**config.mk**
```make
export PLATFORM = sky130hd
export DESIGN_NAME = gaussian_window_gen
export DESIGN_NICKNAME = d
export VERILOG_FILES = /design/src/rtl/gaussian_window_gen.sv
export SDC_FILE = /design/constraint.sdc
export NUM_CORES = 2
export LEC_CHECK = 0
export CORE_ASPECT_RATIO = 0.6
export CORE_MARGIN = 2
export CORE_UTILIZATION = 60
export CTS_BUF_LIST = sky130_fd_sc_hd__clkbuf_16
export DETAILED_ROUTE_END_ITERATION = 10
export GPL_ROUTABILITY_DRIVEN = 1
export PLACE_DENSITY = 0.77
export SYNTH_ARGS = -nofsm -noshare
export SYNTH_HDL_FRONTEND = slang
export SYNTH_SLANG_ARGS = --single-unit
```
**constraint.sdc**
```tcl
create_clock -name clk -period 13.2 [get_ports clk]
set_input_delay 1.32 -clock clk [delete_from_list [all_inputs] [get_ports clk]]
set_output_delay 1.32 -clock clk [all_outputs]
set_load 0.05 [all_outputs]
```
**src/rtl/gaussian_window_gen.sv**
```systemverilog
// gaussian_window_gen: streaming 3x3 window generator for the Gaussian stage.
// Takes raster-order samples under valid/ready, keeps the two previous rows in
// line buffers and emits the 3x3 neighbourhood of every interior pixel.
// Ports:
//   clk, reset           rising-edge clock, synchronous active-high reset
//   in_valid/in_ready    input handshake, in_pixel = DATA_W-bit sample
//   win_valid/win_ready  output handshake, Ix0..Ix8 = window (row-major)
//   frame_done           one-cycle pulse after the last pixel of a frame
module gaussian_window_gen #(
  parameter int unsigned DATA_W = 27,
  parameter int unsigned IMG_W  = 64,
  parameter int unsigned IMG_H  = 64
) (
  input  logic              clk,
  input  logic              reset,
  input  logic              in_valid,
  output logic              in_ready,
  input  logic [DATA_W-1:0] in_pixel,
  output logic              win_valid,
  input  logic              win_ready,
  output logic [DATA_W-1:0] Ix0,
  output logic [DATA_W-1:0] Ix1,
  output logic [DATA_W-1:0] Ix2,
  output logic [DATA_W-1:0] Ix3,
  output logic [DATA_W-1:0] Ix4,
  output logic [DATA_W-1:0] Ix5,
  output logic [DATA_W-1:0] Ix6,
  output logic [DATA_W-1:0] Ix7,
  output logic [DATA_W-1:0] Ix8,
  output logic              frame_done
);

  localparam int unsigned COL_W = $clog2(IMG_W);
  localparam int unsigned ROW_W = $clog2(IMG_H);

  logic [COL_W-1:0]  col_q, col_d;
  logic [ROW_W-1:0]  row_q, row_d;
  logic              win_valid_q, win_valid_d;
  logic              frame_done_q, frame_done_d;
  logic [DATA_W-1:0] win_q [9];
  logic [DATA_W-1:0] win_d [9];

  // lb0 holds row r-2, lb1 holds row r-1; neither is reset
  logic [DATA_W-1:0] lb0_q [IMG_W];
  logic [DATA_W-1:0] lb1_q [IMG_W];
  // Per-row column taps: [0] = col c-2, [1] = col c-1
  logic [DATA_W-1:0] tap2_q [2];
  logic [DATA_W-1:0] tap1_q [2];
  logic [DATA_W-1:0] tap0_q [2];

  logic              accept;
  logic              col_last;
  logic              row_last;
  logic              emit;
  logic [DATA_W-1:0] rd0;
  logic [DATA_W-1:0] rd1;

  // Single-entry output register: room whenever it is empty or draining
  assign in_ready = !win_valid_q | win_ready;
  assign accept   = in_valid & in_ready;
  assign col_last = (col_q == COL_W'(IMG_W - 1));
  assign row_last = (row_q == ROW_W'(IMG_H - 1));
  assign rd0      = lb0_q[col_q];
  assign rd1      = lb1_q[col_q];
  // c >= 2 keeps taps of the previous row out of the first windows of a row
  assign emit     = accept && (row_q >= ROW_W'(2)) && (col_q >= COL_W'(2));

  // Next-state: counters, output window, frame pulse
  always_comb begin
    col_d        = col_q;
    row_d        = row_q;
    win_valid_d  = win_valid_q;
    win_d        = win_q;
    frame_done_d = 1'b0;
    if (win_valid_q && win_ready) begin
      win_valid_d = 1'b0;
    end
    if (accept) begin
      if (col_last) begin
        col_d = '0;
        row_d = row_last ? '0 : row_q + ROW_W'(1);
        frame_done_d = row_last;
      end else begin
        col_d = col_q + COL_W'(1);
      end
    end
    if (emit) begin
      win_valid_d = 1'b1;
      win_d = '{tap2_q[0], tap2_q[1], rd0,
                tap1_q[0], tap1_q[1], rd1,
                tap0_q[0], tap0_q[1], in_pixel};
    end
  end

  // Control and output registers
  always_ff @(posedge clk) begin
    if (reset) begin
      col_q        <= '0;
      row_q        <= '0;
      win_valid_q  <= 1'b0;
      frame_done_q <= 1'b0;
      for (int i = 0; i < 9; i++) win_q[i] <= '0;
    end else begin
      col_q        <= col_d;
      row_q        <= row_d;
      win_valid_q  <= win_valid_d;
      frame_done_q <= frame_done_d;
      win_q        <= win_d;
    end
  end

  // Line buffers and taps: only data movement, no reset needed
  always_ff @(posedge clk) begin
    if (accept) begin
      tap2_q[0]    <= tap2_q[1];
      tap2_q[1]    <= rd0;
      tap1_q[0]    <= tap1_q[1];
      tap1_q[1]    <= rd1;
      tap0_q[0]    <= tap0_q[1];
      tap0_q[1]    <= in_pixel;
      lb0_q[col_q] <= rd1;
      lb1_q[col_q] <= in_pixel;
    end
  end

  assign win_valid  = win_valid_q;
  assign frame_done = frame_done_q;
  assign Ix0 = win_q[0];
  assign Ix1 = win_q[1];
  assign Ix2 = win_q[2];
  assign Ix3 = win_q[3];
  assign Ix4 = win_q[4];
  assign Ix5 = win_q[5];
  assign Ix6 = win_q[6];
  assign Ix7 = win_q[7];
  assign Ix8 = win_q[8];

endmodule

```
==> run metrics <==
outcome=finished clean; max frequency=between 0.15 and 0.2 GHz; Detailed Route Iter0 Violations=between 15000 and 20000; Worst Hold Class=reg2reg; critical path required time=13.73 ns; die area=around 250000 µm²; Longest Clk Path Bufs=4; CP Max Fanout=53; Slew Limit Fails=0; RSZ-0062 raised after global routing=no; Remaining Overflow, GRT=0; Final TNS setup=0 ns; PwrDens=150 nW/µm²; clock power share=0.376; worst hold path startpoint=tap0_q[1][11]; Hold WS=around 0.44 ns; total wire length=429 mm; I/O Pins=around 280; Slew HR=0.0368; cell family with most CP delay=buffers and inverters; DRC Markers=0; crit path kind=reg2reg; Leakage=about 50 nW; Worst R2R Path Depth=9; sequential power share=0.559; Worst VDD drop=between 0.15 and 0.2 mV; most common cell after layout, fill and taps aside=edfxtp_1; number of max-cap violations=0; standard-cell row count=140; die width=around 640 µm; crit start category=flop; Routed Antenna Nets=0; Critical Path Stages=9; post-CTS sizing=0; Crit. End Element=flop; Bufs and invs on worst path=4; largest net degree at the start of global routing=around 150; Synth area leaders=edfxtp_1 (74%), mux2i_1 (11%), dfxtp_1 (3.6%); HPWL after detailed placement=249 mm; RR Endpoint=lb0_q[29][4]; commonest cells after routing, fill and taps aside=edfxtp_1 (3618), mux2i_1 (1620), nand2_1 (595); total nets after synthesis=8679; RePlAce Congestion=0.932; ys async rst share=0; hold buffer count at CTS=0; reg2reg setup slack=between 7 and 8 ns; crit path cell chain=buf_4, and2_4, buf_4, buf_4, a22oi_1, nand3_1, and4_1, nor2_4, buf_4; Avg Cell Area, Syn=about 17 µm²; core region area=about 240000 µm²; Worst setup endpoint=lb0_q[29][4]; WP data arrival=6.55 ns; Unique masters post-synth=a little over 50; total track usage=0.339; number of synthesized flops with an enable pin=around 3600; Int Power=about 19 mW; Seq cells post-synth=just under 4000; vias=between 80000 and 90000; Clock Sinks=between 3000 and 4000; fraction of the yosys area taken by sequential cells=0.772; H-tree Lvls=5; Worst-Margin Slew=1.43 ns; Layout area overhead=11.5%; layout cells sized above 1=0.0954; Post-CTS Setup Inserts=0; buffers added on ports=~280; CTS tree=yes; Hold Violations, Final=0; min Tclk post-route=6.02 ns; top-area cell type share of the netlist area=0.737; Die H=388 µm; CTS buffer count=around 320; Synth Warn #=0; initial antenna violation count=40; Comb pwr share=0.065; cell taking the most area after synthesis=edfxtp_1; Critical-path top delay cell=dfxtp_4; area of the mapped netlist=between 100000 and 150000 µm²; first-pass GRT wire length=around 600 mm; endpoints failing setup=0; final worst path period share=0.456; Worst Hold Depth=0; Final nets=roughly 9000; Clock Skews=about 0.046 ns; ys flop type=edfxtp_1; CTS root buffer=clkbuf_16; crit-path most repeated cell=buf_4; vias per cell=between 6 and 7; Switching Share=0.224; routed length per placed instance=34.4 µm; worst skew pair latency=0.91 ns; synthesized instance count=8644; Initial Util=0.606; Filler cells=around 15000; NetSw=between 5 and 6 mW; crit-path max cell delay=about 0.77 ns; vias in the first global route=80300; Worst-path clk slew=0.07 ns; DRT Pass-1 Iters=7
[worst min path at each step]
stage                    end  slack [ns]
6_report       tap0_q[0][11]        0.44
5_1_grt        tap0_q[0][11]        0.45
4_1_cts        tap0_q[0][11]        0.44
3_5_place_dp    tap0_q[0][4]        0.43
3_3_place_gp   tap0_q[0][14]        0.43
2_1_floorplan   tap0_q[0][0]        0.43
[sequential cells by signal (all words and copies together) (netlist names), named ones only]
signal	count
Ix5	27
Ix8	27
Ix7	27
Ix6	27
row_q	6
lb0_q	1728
Ix2	27
Ix1	27
Ix4	27
col_q	6
tap2_q	54
Ix3	27
tap0_q	54
tap1_q	54
Ix0	27
frame_done	1
win_valid	1
lb1_q	1728
[cell usage after synthesis, drive strengths merged, types with 4 or more instances]
master and number:
edfxtp 3618, mux2i 1620, nand2 595, nor2 397
a21oi 394, o22ai 312, buf 263, dfxtp 263
clkbuf 242, nand3 206, a22oi 202, and4 100
nor3 60, nand3b 57, nor4 54, o21ai 54
o31ai 54, mux4 48, mux2 13, nor2b 9
a211o 6, a211oi 6, a22o 6, nand2b 6
xnor2 6, inv 5, a221oi 4, a311oi 4
ha 4, nand4 4, o41ai 4, or3b 4
[power groups by stage]
stage / Sequential [mW] / Combinational (mW) / Clock [mW]
floorplan: 14.1 / 0.854 / 0
detailed placement: 14.1 / 1.54 / 0
CTS: 13.8 / 1.54 / 9.30
global route: 13.8 / 1.64 / 9.78
global placement: 14.1 / 1.50 / 0
finish: 13.8 / 1.60 / 9.30
[kinds of logic after synthesis]
group                    Yosys count  synth area share
multiplexers                    1681             0.118
buffers and inverters            511            0.0166
flip-flops                      3881             0.772
AND/OR/NAND/NOR                 1511            0.0475
adder cells (fa/ha/maj)            4          0.000339
AO/OA/AOI/OAI                   1047            0.0446
XOR/XNOR                           9          0.000534
[stage by stage]
stage	cell area (µm²)	instances	worst slack [ns]	util	power, mW
2_1_floorplan	148000	8644	2.32	-	14.9
3_3_place_gp	154000	11900	7.43	0.634	15.6
3_5_place_dp	154000	11900	7.33	0.634	15.6
4_1_cts	164000	12500	7.43	0.675	24.7
5_1_grt	164000	12500	7.07	0.675	25.2
6_report	164000	12500	7.18	0.675	24.7
[metal layers]
metal,GRT usage,vias up,part of all wire
li1,-,34300,-
met1,0.491,42400,0.36
met3,0.105,976,0.16
met4,0.137,24,0.048
met2,0.481,7181,0.43
met5,0,-,0.00038
[area by class of cell]
type                            count  area, µm²  share of cell area
Inverter                            6       22.5            0.000137
Antenna cell                       14       35.0            0.000213
Clock inverter                    237       1660              0.0101
Tap cell                         3266       4090              0.0249
Timing Repair Buffer              488       4460              0.0271
Sequential cell                  3881     114000               0.693
Multi-Input combinational cell   4252      31900               0.194
Clock buffer                      332       8310              0.0505
(Power assumes the default switching activity.)
